==> config.mk <==
export PLATFORM = sky130hd
export DESIGN_NAME = sweep_scheduler_flat
export DESIGN_NICKNAME = d
export VERILOG_FILES = /design/src/rtl/sweep_scheduler_if.sv /design/src/rtl/sweep_scheduler.sv /design/src/flat_wrapper.sv
export SDC_FILE = /design/constraint.sdc
export NUM_CORES = 1
export LEC_CHECK = 0
export ABC_AREA = 1
export CAP_MARGIN = 40
export CORE_MARGIN = 4
export CORE_UTILIZATION = 60
export DETAILED_ROUTE_END_ITERATION = 10
export PLACE_DENSITY = 0.94
export RECOVER_POWER = 100
export SLEW_MARGIN = 25
export SYNTH_ARGS = -nofsm -noshare
export SYNTH_HDL_FRONTEND = slang
export SYNTH_SLANG_ARGS = --single-unit
==> constraint.sdc <==
create_clock -name clk -period 3.85 [get_ports clk]
set_clock_uncertainty 0.2 [all_clocks]
set_input_delay 1.155 -clock clk [delete_from_list [all_inputs] [get_ports clk]]
set_output_delay 1.155 -clock clk [all_outputs]
set_load 0.02 [all_outputs]
==> src/rtl/sweep_scheduler_if.sv <==
// Host configuration, NCO/detector and result signals of the sweep scheduler.
// The scheduler uses the slave view; the host/detector side uses the master view.
interface sweep_scheduler_if #(
   parameter int FREQ_W = 32,
   parameter int STEP_W = 16,
   parameter int CNT_W  = 24
);
   logic              start;
   logic              abort;
   logic [FREQ_W-1:0] start_freq;
   logic [FREQ_W-1:0] step_freq;
   logic [STEP_W-1:0] num_steps;
   logic [CNT_W-1:0]  settle_cycles;
   logic [CNT_W-1:0]  window_cycles;

   logic [FREQ_W-1:0] freq_word;
   logic              pd_trigger;
   logic              pd_data_valid;
   logic [31:0]       pd_i;
   logic [31:0]       pd_q;

   logic              result_valid;
   logic [STEP_W-1:0] result_index;
   logic [FREQ_W-1:0] result_freq;
   logic [31:0]       result_i;
   logic [31:0]       result_q;
   logic              busy;
   logic              done;
   logic              error;
   logic              err_sticky;

   modport slave (
      input  start, abort, start_freq, step_freq, num_steps, settle_cycles, window_cycles,
      input  pd_data_valid, pd_i, pd_q,
      output freq_word, pd_trigger, result_valid, result_index, result_freq,
      output result_i, result_q, busy, done, error, err_sticky
   );

   modport master (
      output start, abort, start_freq, step_freq, num_steps, settle_cycles, window_cycles,
      output pd_data_valid, pd_i, pd_q,
      input  freq_word, pd_trigger, result_valid, result_index, result_freq,
      input  result_i, result_q, busy, done, error, err_sticky
   );
endinterface

==> src/rtl/sweep_scheduler.sv <==
// Stepped-frequency sweep sequencer: retunes the NCO, brackets each window with two detector
// triggers and emits the snapshot difference. All outputs registered; no backpressure on results.
module sweep_scheduler #(
   parameter int FREQ_W       = 32,
   parameter int STEP_W       = 16,
   parameter int CNT_W        = 24,
   parameter int PRIME_CYCLES = 8,
   parameter int TIMEOUT      = 64
) (
   input logic              clk,
   input logic              reset_n,
   sweep_scheduler_if.slave bus
);
   localparam logic [CNT_W-1:0]  CNT_ONE     = CNT_W'(1);
   localparam logic [CNT_W-1:0]  PRIME_LAST  = CNT_W'(PRIME_CYCLES - 1);
   localparam logic [CNT_W-1:0]  TIMEOUT_CNT = CNT_W'(TIMEOUT);
   localparam logic [STEP_W-1:0] STEP_ONE    = STEP_W'(1);

   typedef enum logic [2:0] {
      IDLE, PRIME, SETTLE, SNAP_A, WINDOW, SNAP_B, EMIT
   } state_t;

   state_t            state_q;
   logic [CNT_W-1:0]  cnt_q;
   logic [CNT_W-1:0]  settle_q;
   logic [CNT_W-1:0]  window_q;
   logic [FREQ_W-1:0] step_q;
   logic [STEP_W-1:0] nsteps_q;
   logic [STEP_W-1:0] index_q;
   logic [31:0]       a_i_q;
   logic [31:0]       a_q_q;

   logic [FREQ_W-1:0] freq_q;
   logic              trig_q;
   logic              res_valid_q;
   logic [STEP_W-1:0] res_index_q;
   logic [FREQ_W-1:0] res_freq_q;
   logic [31:0]       res_i_q;
   logic [31:0]       res_q_q;
   logic              busy_q;
   logic              done_q;
   logic              error_q;
   logic              sticky_q;

   logic              last_step;
   logic              window_end;
   logic              snap_hit;
   logic              snap_timeout;
   logic [FREQ_W-1:0] freq_d;

   assign last_step    = (index_q == nsteps_q - STEP_ONE);
   // A zero window still spends one cycle so the two triggers stay at least 3 cycles apart.
   assign window_end   = (window_q == '0) || (cnt_q == window_q - CNT_ONE);
   // The trigger cycle itself (cnt 0) is outside the detector response window.
   assign snap_hit     = bus.pd_data_valid && (cnt_q != '0);
   assign snap_timeout = (cnt_q == TIMEOUT_CNT);
   assign freq_d       = freq_q + step_q;

   always_ff @(posedge clk or negedge reset_n) begin
      if (!reset_n) begin
         state_q     <= IDLE;
         cnt_q       <= '0;
         settle_q    <= '0;
         window_q    <= '0;
         step_q      <= '0;
         nsteps_q    <= '0;
         index_q     <= '0;
         a_i_q       <= '0;
         a_q_q       <= '0;
         freq_q      <= '0;
         trig_q      <= 1'b0;
         res_valid_q <= 1'b0;
         res_index_q <= '0;
         res_freq_q  <= '0;
         res_i_q     <= '0;
         res_q_q     <= '0;
         busy_q      <= 1'b0;
         done_q      <= 1'b0;
         error_q     <= 1'b0;
         sticky_q    <= 1'b0;
      end else begin
         trig_q      <= 1'b0;
         res_valid_q <= 1'b0;
         done_q      <= 1'b0;
         error_q     <= 1'b0;
         if (bus.abort && (state_q != IDLE)) begin
            state_q <= IDLE;
            busy_q  <= 1'b0;
         end else begin
            case (state_q)
               IDLE: begin
                  if (bus.start && !bus.abort) begin
                     if (bus.num_steps == '0) begin
                        done_q <= 1'b1;
                     end else begin
                        settle_q <= bus.settle_cycles;
                        window_q <= bus.window_cycles;
                        step_q   <= bus.step_freq;
                        nsteps_q <= bus.num_steps;
                        freq_q   <= bus.start_freq;
                        index_q  <= '0;
                        sticky_q <= 1'b0;
                        trig_q   <= 1'b1;
                        busy_q   <= 1'b1;
                        cnt_q    <= '0;
                        state_q  <= PRIME;
                     end
                  end
               end
               PRIME: begin
                  if (cnt_q == PRIME_LAST) begin
                     cnt_q <= '0;
                     if (settle_q == '0) begin
                        trig_q  <= 1'b1;
                        state_q <= SNAP_A;
                     end else begin
                        state_q <= SETTLE;
                     end
                  end else begin
                     cnt_q <= cnt_q + CNT_ONE;
                  end
               end
               SETTLE: begin
                  if (cnt_q == settle_q - CNT_ONE) begin
                     cnt_q   <= '0;
                     trig_q  <= 1'b1;
                     state_q <= SNAP_A;
                  end else begin
                     cnt_q <= cnt_q + CNT_ONE;
                  end
               end
               SNAP_A: begin
                  if (snap_hit) begin
                     a_i_q   <= bus.pd_i;
                     a_q_q   <= bus.pd_q;
                     cnt_q   <= '0;
                     state_q <= WINDOW;
                  end else if (snap_timeout) begin
                     error_q  <= 1'b1;
                     sticky_q <= 1'b1;
                     busy_q   <= 1'b0;
                     state_q  <= IDLE;
                  end else begin
                     cnt_q <= cnt_q + CNT_ONE;
                  end
               end
               WINDOW: begin
                  if (window_end) begin
                     cnt_q   <= '0;
                     trig_q  <= 1'b1;
                     state_q <= SNAP_B;
                  end else begin
                     cnt_q <= cnt_q + CNT_ONE;
                  end
               end
               SNAP_B: begin
                  if (snap_hit) begin
                     // Detector sums free-run, so the window value is the wrapped difference.
                     res_i_q     <= bus.pd_i - a_i_q;
                     res_q_q     <= bus.pd_q - a_q_q;
                     res_index_q <= index_q;
                     res_freq_q  <= freq_q;
                     res_valid_q <= 1'b1;
                     done_q      <= last_step;
                     state_q     <= EMIT;
                  end else if (snap_timeout) begin
                     error_q  <= 1'b1;
                     sticky_q <= 1'b1;
                     busy_q   <= 1'b0;
                     state_q  <= IDLE;
                  end else begin
                     cnt_q <= cnt_q + CNT_ONE;
                  end
               end
               EMIT: begin
                  if (last_step) begin
                     busy_q  <= 1'b0;
                     state_q <= IDLE;
                  end else begin
                     freq_q  <= freq_d;
                     index_q <= index_q + STEP_ONE;
                     cnt_q   <= '0;
                     if (settle_q == '0) begin
                        trig_q  <= 1'b1;
                        state_q <= SNAP_A;
                     end else begin
                        state_q <= SETTLE;
                     end
                  end
               end
               default: begin
                  busy_q  <= 1'b0;
                  state_q <= IDLE;
               end
            endcase
         end
      end
   end

   assign bus.freq_word    = freq_q;
   assign bus.pd_trigger   = trig_q;
   assign bus.result_valid = res_valid_q;
   assign bus.result_index = res_index_q;
   assign bus.result_freq  = res_freq_q;
   assign bus.result_i     = res_i_q;
   assign bus.result_q     = res_q_q;
   assign bus.busy         = busy_q;
   assign bus.done         = done_q;
   assign bus.error        = error_q;
   assign bus.err_sticky   = sticky_q;
endmodule

==> src/flat_wrapper.sv <==
// flat-port wrapper written by rule: the top's interface ports become plain ports
module sweep_scheduler_flat 
#(
   parameter int FREQ_W       = 32,
   parameter int STEP_W       = 16,
   parameter int CNT_W        = 24,
   parameter int PRIME_CYCLES = 8,
   parameter int TIMEOUT      = 64
)
  (clk, reset_n, bus_start, bus_abort, bus_start_freq, bus_step_freq, bus_num_steps, bus_settle_cycles, bus_window_cycles, bus_pd_data_valid, bus_pd_i, bus_pd_q, bus_freq_word, bus_pd_trigger, bus_result_valid, bus_result_index, bus_result_freq, bus_result_i, bus_result_q, bus_busy, bus_done, bus_error, bus_err_sticky);
  sweep_scheduler_if #(.FREQ_W(FREQ_W), .STEP_W(STEP_W), .CNT_W(CNT_W)) bus_i ();
  input logic clk;
  input logic reset_n;
  input wire logic [$bits(bus_i.start)-1:0] bus_start;
  input wire logic [$bits(bus_i.abort)-1:0] bus_abort;
  input wire logic [$bits(bus_i.start_freq)-1:0] bus_start_freq;
  input wire logic [$bits(bus_i.step_freq)-1:0] bus_step_freq;
  input wire logic [$bits(bus_i.num_steps)-1:0] bus_num_steps;
  input wire logic [$bits(bus_i.settle_cycles)-1:0] bus_settle_cycles;
  input wire logic [$bits(bus_i.window_cycles)-1:0] bus_window_cycles;
  input wire logic [$bits(bus_i.pd_data_valid)-1:0] bus_pd_data_valid;
  input wire logic [$bits(bus_i.pd_i)-1:0] bus_pd_i;
  input wire logic [$bits(bus_i.pd_q)-1:0] bus_pd_q;
  output wire logic [$bits(bus_i.freq_word)-1:0] bus_freq_word;
  output wire logic [$bits(bus_i.pd_trigger)-1:0] bus_pd_trigger;
  output wire logic [$bits(bus_i.result_valid)-1:0] bus_result_valid;
  output wire logic [$bits(bus_i.result_index)-1:0] bus_result_index;
  output wire logic [$bits(bus_i.result_freq)-1:0] bus_result_freq;
  output wire logic [$bits(bus_i.result_i)-1:0] bus_result_i;
  output wire logic [$bits(bus_i.result_q)-1:0] bus_result_q;
  output wire logic [$bits(bus_i.busy)-1:0] bus_busy;
  output wire logic [$bits(bus_i.done)-1:0] bus_done;
  output wire logic [$bits(bus_i.error)-1:0] bus_error;
  output wire logic [$bits(bus_i.err_sticky)-1:0] bus_err_sticky;
  assign bus_i.start = bus_start;
  assign bus_i.abort = bus_abort;
  assign bus_i.start_freq = bus_start_freq;
  assign bus_i.step_freq = bus_step_freq;
  assign bus_i.num_steps = bus_num_steps;
  assign bus_i.settle_cycles = bus_settle_cycles;
  assign bus_i.window_cycles = bus_window_cycles;
  assign bus_i.pd_data_valid = bus_pd_data_valid;
  assign bus_i.pd_i = bus_pd_i;
  assign bus_i.pd_q = bus_pd_q;
  assign bus_freq_word = bus_i.freq_word;
  assign bus_pd_trigger = bus_i.pd_trigger;
  assign bus_result_valid = bus_i.result_valid;
  assign bus_result_index = bus_i.result_index;
  assign bus_result_freq = bus_i.result_freq;
  assign bus_result_i = bus_i.result_i;
  assign bus_result_q = bus_i.result_q;
  assign bus_busy = bus_i.busy;
  assign bus_done = bus_i.done;
  assign bus_error = bus_i.error;
  assign bus_err_sticky = bus_i.err_sticky;
  sweep_scheduler #(.FREQ_W(FREQ_W), .STEP_W(STEP_W), .CNT_W(CNT_W), .PRIME_CYCLES(PRIME_CYCLES), .TIMEOUT(TIMEOUT)) u_core (.clk(clk), .reset_n(reset_n), .bus(bus_i));
endmodule
==> flow_summary.toml, run 1 <==
[status]
outcome = "finished, violations left"
violations = "max-capacitance violations, max-slew violations"

[clocking]
cts_buffer_depth = 3
cts_made_buffers = 39
cts_resized = 0
cts_tree = "yes"
root_buffer = "clkbuf_16"
cts.sinks = 353
cts_hold_buffers = 0
htreeDepth = 2
worstSkewPairLatency_ns = 0.58
cts_setup_buffers = 0
path_clk_slew_ns = 0.06

[job]
cap_violations = 1

[final_layout]
layout_commonest_cell = "nand2_1"
fin_cells = 4239
drive_above_1_share_pct = 5.221
num-fill-cells = 2827
regArea_mm2 = 0.008833
multi_input_area_mm2 = 0.01298
final_cell_mix = "1064 x nand2_1, 353 x dfrtp_1, 324 x nor2_1"
areaGrowthSynthToFinish_pct = 23.44
nNetsFinal = 3985

[setup_path]
r2r_slack_ns = 0.24
startpoint = "bus_num_steps[14]"
r2r-end = "u_core.a_q_q[11]"
cpPeakStageDelay_ns = 0.66
start_kind = "input pin"
slowest_stage = "clkbuf_2"
critical_path_class = "in2reg"
r2r_start = "u_core.cnt_q[22]"
critical_path.cell_chain = "clkdlybuf4s50_1, inv_1, nand3_1, nor3_1, clkbuf_4, a31oi_4, clkbuf_2, nand2_1, o21ai_0"
cp-endpoint = "u_core.settle_q[7]"
cp.arrival_ns = 3.84
endpoint_kind = "flop"
crit_required_ns = 4.04
crit_fanout = 65
reg2reg_depth = 10

[place]
port_buffers = 346
hpwlAfterDp_mm = 56.08
place_congestion = 0.9702
dp.cells = 4162

[floorplan]
initial_core_util_pct = 60.92
rows = 72
coreArea_mm2 = 0.03874
ios = 347
die_h_um = 206.3
die_w_um = 206.3
dieArea_mm2 = 0.04257

[synth]
synth-seq-cells = 353
seq_area_frac_synth_pct = 37.43
ys_warn_count = 0
synth_nets = 3640
avgSynthCellArea_um2 = 7.066
synth.distinct_cells = 60
synth_area_mm2 = 0.02360
synthCells = 3340

[sta]
timing.setup.tns_ns = 0
maxSlewHeadroom_pct = -31.90
drv_slew = 73
fin_crit_sh_pct = 94.82
hold_viol = 0
rsz0062_at_grt = "false"
finalCriticalPeriod_ns = 3.651
max_freq_mhz = 273.9
tightest_slew_ns = 1.978
setup_viol = 0

[detailed_routing]
firstDrtPassIters = 6
drtIter0Drc = 2610
drc = 0
drtAntennaViolNets = 0
routed_wl_mm = 75.24
route.detailed.wl_per_inst_um = 17.75
routed_via_density = 5.726
vias = 24274

[grt]
grt_overflow = 0
grt_pass1_wl_mm = 120.1
track_usage_pct = 34.93
first_global_vias = 23290
antenna_found_initial = 6
grt_start_max_net_pins = 76

[power_and_ir_drop]
p_leak_nw = 14.98
ir_drop_mv = 0.4045
power_density_mw_per_mm2 = 682.0
power_mw = 19.87

[hold_path]
hp-class = "reg2reg"
critical path, delay by kind of cell:
kind | cells | cell delay [ns]
buf+inv | 4 | 1.58
compound gates | 2 | 0.30
simple gates | 3 | 0.77
Yosys cell counts, drive strengths merged:
cell    number  share of area [%]
inv        321                5.1
o22ai        1              0.027
buf         71                1.7
and3         1              0.027
nand2     1070                 17
a21boi       3              0.095
xor3         2               0.20
a21oi      192                4.1
nor3        38               0.96
mux2         2              0.095
nand3b      21               0.67
xnor3        3               0.29
o221ai       2              0.074
a211oi       3              0.095
or2         25               0.67
xnor2       60                2.2
ha         100                5.3
o31ai        5               0.16
o21a         5               0.16
o221a        1              0.048
nor4        14               0.55
a221oi       5               0.19
xor2        70                2.6
dfrtp      353                 37
clkbuf      43               0.69
a31oi       17               0.48
o21bai       8               0.25
clkinv       5              0.080
o21ai      244                5.2
o311ai       1              0.037
or3          1              0.027
nand3      203                4.4
nor2       339                5.6
nand4       74                2.1
fa           3               0.25
o211ai      16               0.51
nor3b        1              0.032
a21o        17               0.54
area by class of cell:
type | count | share of cell area [%]
Antenna cell | 5 | 0.04295
Timing Repair Buffer | 418 | 13.75
Multi-Input combinational cell | 2547 | 44.56
Sequential cell | 353 | 30.32
Clock inverter | 19 | 1.160
Clock buffer | 53 | 3.737
Tap cell | 518 | 2.225
Inverter | 326 | 4.201
cells by family (layout without fill, tap and decap cells):
family | after synthesis | in the layout | share of synthesized area (%)
AOI/OAI and AO/OA | 520 | 520 | 11.91
xor gates and xnor gates | 135 | 135 | 5.344
adders and majority gates | 103 | 103 | 5.556
buffers and inverters | 440 | 816 | 7.555
DFF | 353 | 353 | 37.43
muxes | 2 | 2 | 0.09543
other | 0 | 5 | 0
and+or+nand+nor | 1787 | 1787 | 32.11
registers in the layout, summed over array words and instances, names as in the netlist:
signal and count:
u_core.step_q 32, u_core.cnt_q 24, u_core.bus.result_index 16, u_core.bus.freq_word 32
u_core.bus.done 1, u_core.settle_q 24, u_core.bus.err_sticky 1, u_core.a_q_q 32
u_core.a_i_q 32, u_core.bus.result_freq 32, u_core.state_q 3, u_core.bus.error 1
u_core.index_q 16, u_core.window_q 24, u_core.bus.result_q 32, u_core.bus.result_i 32
u_core.bus.result_valid 1, u_core.nsteps_q 16, u_core.bus.pd_trigger 1, u_core.bus.busy 1
power by group:
group	total, mW	internal, mW	leakage, nW	switching [mW]
clock network	4.20	2.54	0.697	1.66
registers	5.61	4.71	4.46	0.903
logic	10.1	3.77	9.83	6.29
metrics by stage:
stage	worst slack (ns)	hold WS [ns]	instance area, um2	utilization [%]
after floorplan	0.3537	0.2459	23600	-
after global placement	-0.1328	0.2573	27860	71.92
after detailed placement	-0.2458	0.2635	27860	71.92
after CTS	0.3100	0.2784	29290	75.60
after global routing	0.06199	0.2990	29130	75.19
final	0.1995	0.2771	29130	75.20
per-layer routing:
metal	vias to the layer above	track usage (%)	share of wire (%)	routed length, um
li1	11555	-	-	-
met1	11263	48.31	41	30830
met2	1244	55.23	45	34150
met3	210	6.308	9.7	7289
met4	2	13.09	3.9	2954
met5	-	0	0.015	11
worst min-delay path by stage:
stage	startpoint	endpoint	slack [ns]	cells after the start
6_report	u_core.bus.result_freq[24]	u_core.bus.result_freq[24]	0.28	2
3_3_place_gp	u_core.step_q[6]	u_core.step_q[6]	0.26	2
3_5_place_dp	u_core.step_q[17]	u_core.step_q[17]	0.26	2
5_1_grt	u_core.step_q[3]	u_core.step_q[3]	0.30	2
2_1_floorplan	u_core.step_q[0]	u_core.step_q[0]	0.25	2
4_1_cts	u_core.step_q[17]	u_core.step_q[17]	0.28	2
Note: power is estimated with default switching activity, not from simulation.
==> run 2, diff against run 1 <==
--- a/config.mk
+++ b/config.mk
@@ -10,7 +10,8 @@
 export CORE_MARGIN = 4
 export CORE_UTILIZATION = 60
 export DETAILED_ROUTE_END_ITERATION = 10
-export PLACE_DENSITY = 0.94
+export DONT_BUFFER_PORTS = 1
+export PLACE_DENSITY = 0.83
 export RECOVER_POWER = 100
 export SLEW_MARGIN = 25
 export SYNTH_ARGS = -nofsm -noshare
==> flow_summary.toml, run 2 (synthesis gave the netlist of run 1 again) <==
[floorplan]
rows = 72
ios = 347
coreArea_mm2 = 0.03874
initial_core_util_pct = 60.92
dieArea_mm2 = 0.04257
die_w_um = 206.3
die_h_um = 206.3

[grt]
track_usage_pct = 33.35
first_global_vias = 21424
antenna_found_initial = 5
grt_start_max_net_pins = 354
grt_pass1_wl_mm = 114.0
grt_overflow = 0

[final_layout]
regArea_mm2 = 0.008833
drive_above_1_share_pct = 4.685
nNetsFinal = 3602
utilization_pct = 65.18
num-fill-cells = 3458
layout_commonest_cell = "nand2_1"
final_cell_mix = "1064 x nand2_1, 353 x dfrtp_1, 325 x nor2_1"
multi_input_area_mm2 = 0.01300
final_cell_area_mm2 = 0.02525
areaGrowthSynthToFinish_pct = 6.999

[place]
hpwlAfterDp_mm = 54.85
post-place-ws_ns = 0.03307
dpl_cell_area_mm2 = 0.02408
port_buffers = 0
place_congestion = 0.9886

[sta]
finalCriticalPeriod_ns = 3.475
tightest_slew_ns = 1.101
hold_viol = 0
drv_slew = 0
maxSlewHeadroom_pct = 26.57
timing.setup.tns_ns = 0
max_freq_mhz = 287.8
rsz0062_at_grt = "false"
fin_crit_sh_pct = 90.26
setup_viol = 0
fin_ws_ns = 0.3748

[detailed_routing]
drtAntennaViolNets = 0
drtIter0Drc = 2137
drc = 0
vias = 22307
routed_wl_mm = 72.16
firstDrtPassIters = 6
routed_via_density = 5.793
route.detailed.wl_per_inst_um = 18.74

[setup_path]
r2r_start = "u_core.cnt_q[22]"
slowest_stage = "nand2_1"
crit_buf_inv = 2
critical_path_class = "reg2reg"
cp.arrival_ns = 3.73
crit_required_ns = 4.10
r2r_slack_ns = 0.37
critical_path.cell_chain = "inv_1, nand4_1, nor4_4, nand4_1, nand2_1, nor2_2, nor3_1, nand2_1, buf_2, nand2_1, nand2_1"
crit_fanout = 18
cpMostUsedCell = "nand2_1"
r2r-end = "u_core.cnt_q[16]"
endpoint_kind = "flop"
critPathTopFamily = "simple AND/OR/NAND/NOR gates"
reg2reg_depth = 11
cpPeakStageDelay_ns = 0.57
start_kind = "flop"

[power_and_ir_drop]
p_leak_nw = 12.99
power_density_mw_per_mm2 = 727.8
ir_drop_mv = 0.5596

[clocking]
root_buffer = "clkbuf_16"
cts_resized = 0
htreeDepth = 2
cts_setup_buffers = 0
cts.sinks = 353
cts_tree = "yes"
cts_buffer_depth = 3
worstSkewPairLatency_ns = 0.57
cts_hold_buffers = 0
path_clk_slew_ns = 0.06
cts_made_buffers = 39

[job]
cap_violations = 0

[status]
outcome = "complete, no violations"

[hold_path]
hp-class = "in2async"
==> run 2: changes by cell type in the layout (fill, tap and decap cells not counted), moves of 2 or more <==
cell | previous run | this run
clkdlybuf4s50_1 | 194 | 0
clkbuf_8 | 6 | 8
dlygate4sd3_1 | 151 | 0
clkbuf_1 | 13 | 10
clkinvlp_4 | 1 | 4
o21ai_0 | 235 | 240
bufinv_16 | 8 | 1
o21ai_1 | 9 | 4
buf_4 | 47 | 23
clkbuf_4 | 6 | 1
diode_2 | 5 | 3
clkbuf_2 | 11 | 4
==> run 2: worst max path at each step <==
stage,startpoint,to,cells after the start
floorplan,bus_pd_i[0],u_core.bus.result_i[24],14
global placement,bus_pd_i[0],u_core.bus.result_i[24],14
detailed placement,bus_pd_i[0],u_core.bus.result_i[20],11
CTS,u_core.window_q[0],u_core.cnt_q[11],19
global route,u_core.cnt_q[0],u_core.bus.result_freq[24],12
finish,u_core.cnt_q[22],u_core.cnt_q[16],11
==> run 2: cell type report <==
| class | instances | area share [%] |
|---|---|---|
| Tap cell | 518 | 2.567 |
| Timing Repair Buffer | 35 | 1.160 |
| Clock inverter | 14 | 0.5203 |
| Multi-Input combinational cell | 2547 | 51.47 |
| Antenna cell | 3 | 0.02973 |
| Clock buffer | 55 | 4.420 |
| Sequential cell | 353 | 34.98 |
| Inverter | 326 | 4.851 |
==> run 2: report_power, final <==
group | total (mW) | switching [mW] | internal (mW)
clock network | 3.69 | 1.59 | 2.10
registers | 5.91 | 1.21 | 4.70
logic | 8.77 | 5.63 | 3.14
==> run 2: worst register-to-register path, delay by kind of cell, from the launching register on <==
kind          cells  cell delay (ns)
simple gates      9             2.12
flops             1             0.49
buf+inv           2             0.55
==> run 2: per-stage QoR <==
| stage | power [mW] | std cells | hold WS (ns) |
|---|---|---|---|
| 2_1_floorplan | 12.41 | 3340 | 0.2459 |
| 3_3_place_gp | 14.39 | 3779 | 0.2586 |
| 3_5_place_dp | 14.60 | 3779 | 0.2669 |
| 4_1_cts | 18.35 | 3848 | 0.06506 |
| 5_1_grt | 19.87 | 3851 | 0.06845 |
| 6_report | 18.38 | 3851 | 0.09154 |
==> run 2: metal layers <==
layer / vias to the layer above / track usage [%] / wire length [um]
met5: - / 0 / 21
met2: 930 / 52.47 / 32390
met1: 10443 / 43.89 / 29530
li1: 10763 / - / -
met3: 167 / 9.195 / 7379
met4: 4 / 13.24 / 2841
